`src/rtl/countdown_pkg.sv`:
```
// Shared types and default constants for the countdown sequencer.
package countdown_pkg;

    localparam int CD_WIDTH    = 4;
    localparam int CD_DIV      = 4;
    localparam int CD_FIRE_LEN = 2;

    typedef enum logic [1:0] {
        IDLE  = 2'd0,
        COUNT = 2'd1,
        HOLD  = 2'd2,
        FIRE  = 2'd3
    } cd_state_t;

    // Counter width able to hold 0 .. n-1, never narrower than one bit.
    function automatic int cnt_width(input int n);
        return (n <= 1) ? 1 : $clog2(n);
    endfunction

endpackage

```
`src/rtl/countdown_ctrl_if.sv`:
```
// Control/observation bundle between user-control logic and the countdown
// sequencer.
//
// Signalling: there is no ready path. start is a single-cycle request that the
// sequencer samples together with load_val on a rising edge and honours only
// while idle; pause is a level; abort is a pulse or level. cd, fire, busy and
// state_dbg are registered outputs of the sequencer.
interface countdown_ctrl_if
    import countdown_pkg::*;
#(
    parameter int WIDTH = CD_WIDTH
);
    logic             start;
    logic [WIDTH-1:0] load_val;
    logic             pause;
    logic             abort;
    logic [WIDTH-1:0] cd;
    logic             fire;
    logic             busy;
    cd_state_t        state_dbg;

    modport master (
        input  start, load_val, pause, abort,
        output cd, fire, busy, state_dbg
    );

    modport slave (
        output start, load_val, pause, abort,
        input  cd, fire, busy, state_dbg
    );
endinterface

```
`src/rtl/countdown_ctrl_tick_gen.sv`:
```
// Step prescaler: counts 0 .. DIV-1 while enabled and flags the last count.
module tick_gen
    import countdown_pkg::*;
#(
    parameter int DIV = CD_DIV
) (
    input  logic clk,
    input  logic rst,
    input  logic en,
    input  logic clr,
    output logic tick
);
    localparam int            PW   = cnt_width(DIV);
    localparam logic [PW-1:0] LAST = PW'(DIV - 1);

    logic [PW-1:0] cnt;

    assign tick = en && (cnt == LAST);

    // Advance while enabled, wrap after the last count, hold otherwise.
    always_ff @(posedge clk) begin
        if (rst || clr) begin
            cnt <= '0;
        end else if (en) begin
            cnt <= tick ? '0 : cnt + PW'(1);
        end
    end
endmodule

```
`src/rtl/countdown_ctrl.sv`:
```
// Loadable countdown sequencer: loads a start value, steps it down once per
// DIV cycles, supports pause and abort, and emits a FIRE_LEN-cycle fire pulse.
module countdown_ctrl
    import countdown_pkg::*;
#(
    parameter int WIDTH    = CD_WIDTH,
    parameter int DIV      = CD_DIV,
    parameter int FIRE_LEN = CD_FIRE_LEN
) (
    input  logic             clk,
    input  logic             rst,
    countdown_ctrl_if.master bus
);
    localparam logic [1:0] S_IDLE  = 2'd0;
    localparam logic [1:0] S_COUNT = 2'd1;
    localparam logic [1:0] S_HOLD  = 2'd2;
    localparam logic [1:0] S_FIRE  = 2'd3;

    localparam int            FW        = cnt_width(FIRE_LEN);
    localparam logic [FW-1:0] FIRE_LAST = FW'(FIRE_LEN - 1);

    logic [1:0]       state, state_n;
    logic [WIDTH-1:0] cd_r, cd_n;
    logic [FW-1:0]    fcnt, fcnt_n;
    logic             fire_r, busy_r;
    logic             run, load, tick;

    // HOLD with pause already low counts as a live cycle, so the total
    // delay equals the number of cycles pause was high.
    assign run  = ((state == S_COUNT) || (state == S_HOLD)) && !bus.abort && !bus.pause;
    assign load = (state == S_IDLE) && bus.start && (bus.load_val != '0);

    tick_gen #(.DIV(DIV)) u_tick (
        .clk  (clk),
        .rst  (rst),
        .en   (run),
        .clr  (load),
        .tick (tick)
    );

    // Next-state, count and fire-counter decisions; abort beats pause beats tick.
    always_comb begin
        state_n = state;
        cd_n    = cd_r;
        fcnt_n  = fcnt;
        case (state)
            S_IDLE: begin
                if (bus.start) begin
                    if (bus.load_val != '0) begin
                        cd_n    = bus.load_val;
                        state_n = S_COUNT;
                    end else begin
                        cd_n    = '0;
                        fcnt_n  = '0;
                        state_n = S_FIRE;
                    end
                end
            end
            S_COUNT, S_HOLD: begin
                if (bus.abort) begin
                    cd_n    = '0;
                    state_n = S_IDLE;
                end else if (bus.pause) begin
                    state_n = S_HOLD;
                end else begin
                    state_n = S_COUNT;
                    if (tick) begin
                        if (cd_r <= WIDTH'(1)) begin
                            cd_n    = '0;
                            fcnt_n  = '0;
                            state_n = S_FIRE;
                        end else begin
                            cd_n = cd_r - WIDTH'(1);
                        end
                    end
                end
            end
            default: begin
                cd_n = '0;
                if (fcnt == FIRE_LAST) begin
                    fcnt_n  = '0;
                    state_n = S_IDLE;
                end else begin
                    fcnt_n = fcnt + FW'(1);
                end
            end
        endcase
    end

    // State and registered outputs; fire and busy are decoded from the next state.
    always_ff @(posedge clk) begin
        if (rst) begin
            state  <= S_IDLE;
            cd_r   <= '0;
            fcnt   <= '0;
            fire_r <= 1'b0;
            busy_r <= 1'b0;
        end else begin
            state  <= state_n;
            cd_r   <= cd_n;
            fcnt   <= fcnt_n;
            fire_r <= (state_n == S_FIRE);
            busy_r <= (state_n != S_IDLE);
        end
    end

    assign bus.cd        = cd_r;
    assign bus.fire      = fire_r;
    assign bus.busy      = busy_r;
    assign bus.state_dbg = cd_state_t'(state);
endmodule

```
`src/flat_wrapper.sv`:
```
// flat-port wrapper written by rule: the top's interface ports become plain ports
module countdown_ctrl_flat import countdown_pkg::*;
#(
    parameter int WIDTH    = CD_WIDTH,
    parameter int DIV      = CD_DIV,
    parameter int FIRE_LEN = CD_FIRE_LEN
)
  (clk, rst, bus_start, bus_load_val, bus_pause, bus_abort, bus_cd, bus_fire, bus_busy, bus_state_dbg);
  countdown_ctrl_if #(.WIDTH(WIDTH)) bus_i ();
  input  logic clk;
  input  logic rst;
  input wire logic [$bits(bus_i.start)-1:0] bus_start;
  input wire logic [$bits(bus_i.load_val)-1:0] bus_load_val;
  input wire logic [$bits(bus_i.pause)-1:0] bus_pause;
  input wire logic [$bits(bus_i.abort)-1:0] bus_abort;
  output wire logic [$bits(bus_i.cd)-1:0] bus_cd;
  output wire logic [$bits(bus_i.fire)-1:0] bus_fire;
  output wire logic [$bits(bus_i.busy)-1:0] bus_busy;
  output wire logic [$bits(bus_i.state_dbg)-1:0] bus_state_dbg;
  assign bus_i.start = bus_start;
  assign bus_i.load_val = bus_load_val;
  assign bus_i.pause = bus_pause;
  assign bus_i.abort = bus_abort;
  assign bus_cd = bus_i.cd;
  assign bus_fire = bus_i.fire;
  assign bus_busy = bus_i.busy;
  assign bus_state_dbg = bus_i.state_dbg;
  countdown_ctrl #(.WIDTH(WIDTH), .DIV(DIV), .FIRE_LEN(FIRE_LEN)) u_core (.clk(clk), .rst(rst), .bus(bus_i));
endmodule
```
`config.mk`:
```
export PLATFORM = sky130hd
export DESIGN_NAME = countdown_ctrl_flat
export DESIGN_NICKNAME = d
export VERILOG_FILES = /design/src/rtl/countdown_pkg.sv /design/src/rtl/countdown_ctrl_if.sv /design/src/rtl/countdown_ctrl_tick_gen.sv /design/src/rtl/countdown_ctrl.sv /design/src/flat_wrapper.sv
export SDC_FILE = /design/constraint.sdc
export NUM_CORES = 1
export LEC_CHECK = 0
export CAP_MARGIN = 20
export CORE_UTILIZATION = 25
export CTS_CLUSTER_SIZE = 14
export DETAILED_ROUTE_END_ITERATION = 8
export PLACE_DENSITY = 0.57
export SLEW_MARGIN = 20
export SYNTH_ARGS = -nofsm -noshare
export SYNTH_HDL_FRONTEND = slang
export SYNTH_SLANG_ARGS = --single-unit
```
`constraint.sdc`:
```
create_clock -name clk -period 2.2 [get_ports clk]
set_input_delay 0.55 -clock clk [delete_from_list [all_inputs] [get_ports clk]]
set_output_delay 0.55 -clock clk [all_outputs]
set_load 0.05 [all_outputs]
```
==> results.ini, run 1 <==
[run_status]
outcome=complete, no violations

[worst_setup_path]
worstSetupStartpointType=flip-flop
cp-startpoint=u_core.bus.cd[2]$_SDFFE_PP0P_
crit_path_max_fanout=5
endpoint_kind=output port
worst_path_max_delay_cell=clkdlybuf4s50_1
cp.arrival_ps=1520
cpPeakStageDelay_ps=830
path_buf_inv=1
critPathTopFamily=buffers and inverters
cp.required_ps=1650
path_class=reg -> out
reg2reg_from=u_core.bus.state_dbg[1]$_SDFF_PP0_
crit_path_cell_trace=clkdlybuf4s50_1

[grt]
grt.total_usage_pct=12.8
grt_pass1_vias=613
antenna_found_initial=0
grt_pass1_wl_um=2660
grt_max_degree=12
grt-ovfl-total=0

[power_and_ir_drop]
ir_worst_vdd_mv=0.403
leakage_nw=0.339
p_per_area_nw_per_um2=738

[detailed_routing]
wl_met2_um=718
met3WireLength_um=40
via_per_inst=4.98
ant_nets=0
drt-met1-wl_um=773
wl_per_cell_um=12.3
vias=627
dr.pass1.iters=4
top_layer_used=met4
drt_iter0_markers=25
drc=0
wl_um=1550

[clocking]
numCtsBuffers=3
cts.repair.resized=0
ctsHoldBuffers=0
htreeDepth=1
clk_path_buf_depth=2
worst_skew_pair.late_latency_ps=270
cts_tree=done
cts.sinks=11
clk_pin_slew_ps=80
root_buffer=clkbuf_4
cts_setup_buffers=0

[logic_synthesis]
synth_flop_cell=dfxtp_1
yosys_warnings=0
synthMuxAreaShare_pct=1.52
async_flop_share_pct=0
synth_area_per_cell_um2=8.78
synth-xor-area-share_pct=1.33
yosys_register_bits=11
synth_area_um2=658
synth-edff-count=0
synth_top_family_by_area=compound AO/OA/AOI/OAI gates
synthSimpleGateAreaFrac_pct=18.1
synth_cells=75
synth.distinct_cells=29
synth_compound_area_share_pct=30.2
seq_area_frac_synth_pct=33.5
synth_fa_ha_area_share_pct=9.51
synth_nets=89

[placement]
place_congestion=0.830
hpwlAfterDp_um=1220
dp.cells=122
port-buffer-count=16

[timing]
min_period_ps=2070
finClkSkew_ps=2.54
finalMaxSlewViolations=0
hold_viol=0
finalSetupTns_ps=0
hold_ws_ps=505
rsz0062_at_grt=false
tightest_slew_ps=494
fmax_mhz=484
setup_viol=0
relSlewSlack_pct=67.0
fin_crit_sh_pct=94.0

[final_layout]
drive_above_1_share_pct=9.38
final_cells=126
antenna_cells=0
syn2layout_area_growth_pct=36.1
nNetsFinal=111

[floorplan]
start_util_pct=26.6
die_area_um2=2840
die_y_um=53.3
core_um2=2480
io_pins=17
num_rows=18
die-width_um=53.3

[min_path]
min_path_type=reg -> reg
hold_path.startpoint=u_core.u_tick.cnt[1]$_SDFFE_PP0P_

[job]
cap_violations=0

==> through the flow <==
| step | utilization (%) | power, mW | area, um^2 | worst slack (ps) |
|---|---|---|---|---|
| final | 36.2 | 0.661 | 896 | 133 |
| after global placement | 35.1 | 0.517 | 870 | 148 |
| after global routing | 36.2 | 0.704 | 896 | 64.1 |
| after detailed placement | 35.1 | 0.520 | 870 | 97.4 |
| after floorplan | - | 0.431 | 658 | 130 |
| after CTS | 36.2 | 0.662 | 896 | 125 |
==> cells in the final DEF (no fill, tap or decap), types with 2 or more instances in the layout <==
cell type and n:
a21oi_1 2, a221o_1 2, a2bb2oi_1 3, buf_4 3, clkbuf_4 3, clkdlybuf4s50_1 16, dfxtp_1 11, ha_1 5
inv_1 8, nand2_1 3, nand2b_1 3, nor2_1 6, nor2b_1 3, nor3_1 2, nor4_1 2, o21ai_0 5
o21ai_1 2, o32ai_1 4
==> final cells by class <==
type,count,area [um^2]
sequential,11,220
fill,263,1580
clock buffer,4,26.3
timing repair buffer,19,183
tap,30,37.5
inverter,8,30.0
multi-input combinational,54,399
==> cells in the mapped netlist (2+ instances only) <==
| cell | count | area, um^2 |
|---|---|---|
| dfxtp_1 | 11 | 220 |
| inv_1 | 8 | 30.0 |
| nor2_1 | 6 | 22.5 |
| ha_1 | 5 | 62.6 |
| o21ai_0 | 5 | 25.0 |
| o32ai_1 | 4 | 35.0 |
| a2bb2oi_1 | 3 | 26.3 |
| nand2_1 | 3 | 11.3 |
| nand2b_1 | 3 | 18.8 |
| nor2b_1 | 3 | 18.8 |
| a21oi_1 | 2 | 10.0 |
| a221o_1 | 2 | 20.0 |
| nor3_1 | 2 | 10.0 |
| nor4_1 | 2 | 12.5 |
| o21ai_1 | 2 | 10.0 |
==> cells by family (layout without fill, tap and decap cells) <==
| family | after synthesis | count (layout) |
|---|---|---|
| AND/OR/NAND/NOR | 22 | 22 |
| XOR/XNOR | 1 | 1 |
| adder cells (fa/ha/maj) | 5 | 5 |
| flip-flops | 11 | 11 |
| multiplexers | 1 | 1 |
| AO/OA/AOI/OAI | 25 | 25 |
| buffers and inverters | 10 | 31 |
==> final timing paths <==
check | to | slack (ps) | cells after the start
hold reg to reg | u_core.u_tick.cnt[1]$_SDFFE_PP0P_ | 510 | 2
hold / removal | u_core.u_tick.cnt[1]$_SDFFE_PP0P_ | 510 | 2
setup / recovery | bus_cd[2] | 130 | 1
setup reg to reg | u_core.bus.busy$_SDFF_PP0_ | 370 | 6
==> layer usage <==
layer | up-vias | GRT usage [%]
li1 | 321 | -
met1 | 293 | 16.5
met2 | 9 | 21.0
met3 | 4 | 2.59
met4 | 0 | 3.95
met5 | - | 0
==> power by group <==
part	switching [mW]	total, mW	internal [mW]
clock network	0.0754	0.146	0.0702
registers	0.0175	0.237	0.219
logic	0.163	0.279	0.116
total	0.256	0.661	0.405
==> registers in the layout, summed over array words and instances (netlist names) <==
signal / flops
u_core.bus.fire: 1
u_core.bus.state_dbg: 2
u_core.bus.busy: 1
u_core.u_tick.cnt: 2
u_core.fcnt: 1
u_core.bus.cd: 4
(Power assumes the default switching activity.)
==> run 2, diff against run 1 <==
ABC_AREA = 0   (was not set)
CORE_MARGIN = 10   (was not set)
SLEW_MARGIN = not set   (was 20)
==> run 2 against run 1 <==
  * Combinational power is essentially flat
  * Critical path depth unchanged
  * Global-route usage shrank 5.7 points
  * Count of clock-buffer cells in the layout unchanged
  * Highest routed layer unchanged
  * Final cell count stayed put
  * Largest cell class unchanged
==> results.ini, run 2 (synthesis results as in run 1) <==
[run_status]
outcome=complete, no violations

[detailed_routing]
wl_um=1690  ; +9.0%
dr.pass1.iters=4  ; unchanged
ant_nets=0  ; unchanged
drc=0  ; unchanged
vias=620  ; -1.1%
drt_iter0_markers=40  ; +60%
wl_per_cell_um=13.4  ; +9.0%
via_per_inst=4.92  ; -1.1%

[final_layout]
nNetsFinal=111  ; unchanged
nFillCells=267  ; +1.5%
final_cell_mix=clkdlybuf4s50_1 (16), dfxtp_1 (11), inv_1 (8), nor2_1 (6)
layout_commonest_cell=clkdlybuf4s50_1
final_cells=126  ; unchanged
antenna_cells=0  ; unchanged
syn2layout_area_growth_pct=36.1  ; unchanged
largest_register_ffs=4  ; unchanged
drive_above_1_share_pct=9.38  ; unchanged

[timing]
fmax_mhz=487  ; +0.73%
fin_crit_sh_pct=93.3  ; -0.68 points
finClkSkew_ps=5.83  ; +3.29 ps
tightest_slew_ps=506  ; +12.0 ps
rsz0062_at_grt=false
relSlewSlack_pct=66.2  ; -0.80 points
hold_viol=0  ; unchanged
setup_viol=0  ; unchanged
min_period_ps=2050  ; -15.1 ps
finalSetupTns_ps=0  ; unchanged
finalMaxSlewViolations=0  ; unchanged
fin_ws_ps=148  ; +15.1 ps

[grt]
antenna_found_initial=0  ; unchanged
grt.total_usage_pct=7.10  ; -5.7 points
grt_pass1_vias=679  ; +11%
grt_pass1_wl_um=3000  ; +13%
grt-ovfl-total=0  ; unchanged
grt_max_degree=12  ; unchanged

[worst_setup_path]
path_buf_inv=1  ; unchanged
crit_path_max_fanout=5  ; unchanged
rrSetupSlack_ps=350  ; -20 ps
cp.depth=1  ; unchanged
crit_end=bus_cd[0]
path_class=reg -> out
timing.rr.end=u_core.bus.busy$_SDFF_PP0_
critPathTopFamily=buffers and inverters
cpPeakStageDelay_ps=830  ; about the same
worst_path_max_delay_cell=clkdlybuf4s50_1
crit_path_cell_trace=clkdlybuf4s50_1
reg2reg_depth=6  ; unchanged
endpoint_kind=output port
cp.arrival_ps=1500  ; -20 ps
reg2reg_from=u_core.bus.state_dbg[1]$_SDFF_PP0_
cp-startpoint=u_core.bus.cd[0]$_SDFFE_PP0P_
worstSetupStartpointType=flip-flop
cp.required_ps=1650  ; about the same

[clocking]
clk_path_buf_depth=2  ; unchanged
worst_skew_pair.late_latency_ps=270  ; about the same
cts.repair.resized=0  ; unchanged
cts_setup_buffers=0  ; unchanged
ctsHoldBuffers=0  ; unchanged
numCtsBuffers=3  ; unchanged
root_buffer=clkbuf_4
cts_tree=done
cts.sinks=11  ; unchanged
htreeDepth=1  ; unchanged
clk_pin_slew_ps=70  ; about the same

[floorplan]
io_pins=17  ; unchanged
start_util_pct=26.3  ; -0.24 points
die_y_um=71.3  ; +34%
die-width_um=71.3  ; +34%
core_um2=2500  ; +0.91%
num_rows=18  ; unchanged
die_area_um2=5090  ; +79%

[placement]
dp.cells=122  ; unchanged
place_ws_ps=123  ; +26.1 ps
hpwlAfterDp_um=1370  ; +12%
place_congestion=0.834  ; +0.49%
port-buffer-count=16  ; unchanged

[power_and_ir_drop]
leakage_nw=0.339  ; -0.17%
ir_worst_vdd_mv=0.330  ; -18%
p_per_area_nw_per_um2=728  ; -1.4%

[job]
cap_violations=0  ; unchanged

[min_path]
hold_path.startpoint=u_core.u_tick.cnt[1]$_SDFFE_PP0P_
min_path_type=reg -> reg

## run 2: area by class of cell
cell class | count | area [um^2] | share of cell area (%)
repair buffers | 19 | 183 | 20.4
multi-input cells | 54 | 399 | 44.6
inverters | 8 | 30.0 | 3.35
well taps | 30 | 37.5 | 4.19
flip-flops and latches | 11 | 220 | 24.6
clock buffers | 4 | 26.3 | 2.93
## run 2: power breakdown
group / switching (mW) / internal (mW)
Clock: 0.0672 / 0.0701
Sequential: 0.0165 / 0.219
Combinational: 0.163 / 0.116
## run 2: worst min-delay path by stage
stage	to	slack, ps	cells past startpoint
3_5_place_dp	u_core.u_tick.cnt[1]$_SDFFE_PP0P_	490	2
2_1_floorplan	u_core.u_tick.cnt[1]$_SDFFE_PP0P_	460	2
4_1_cts	u_core.u_tick.cnt[1]$_SDFFE_PP0P_	510	2
3_3_place_gp	u_core.u_tick.cnt[1]$_SDFFE_PP0P_	510	2
6_report	u_core.u_tick.cnt[1]$_SDFFE_PP0P_	500	2
5_1_grt	u_core.u_tick.cnt[1]$_SDFFE_PP0P_	520	2
## run 2: stage by stage
step / hold WS, ps / util, % / cell area, um^2 / power (mW)
after CTS: 507 / 35.8 / 896 / 0.660
after global routing: 521 / 35.8 / 896 / 0.698
after detailed placement: 494 / 34.8 / 870 / 0.520
after global placement: 506 / 34.8 / 870 / 0.521
after floorplan: 457 / - / 658 / 0.431
final: 504 / 35.8 / 896 / 0.652
## run 2: layer usage
metal	vias up	share of wire (%)	GRT usage (%)	wire length (um)
li1	319	-	-	-
met1	276	50	9.11	849
met2	23	40	9.71	672
met3	2	8.8	2.89	149
met4	0	1.1	3.87	19
met5	-	0	0	0
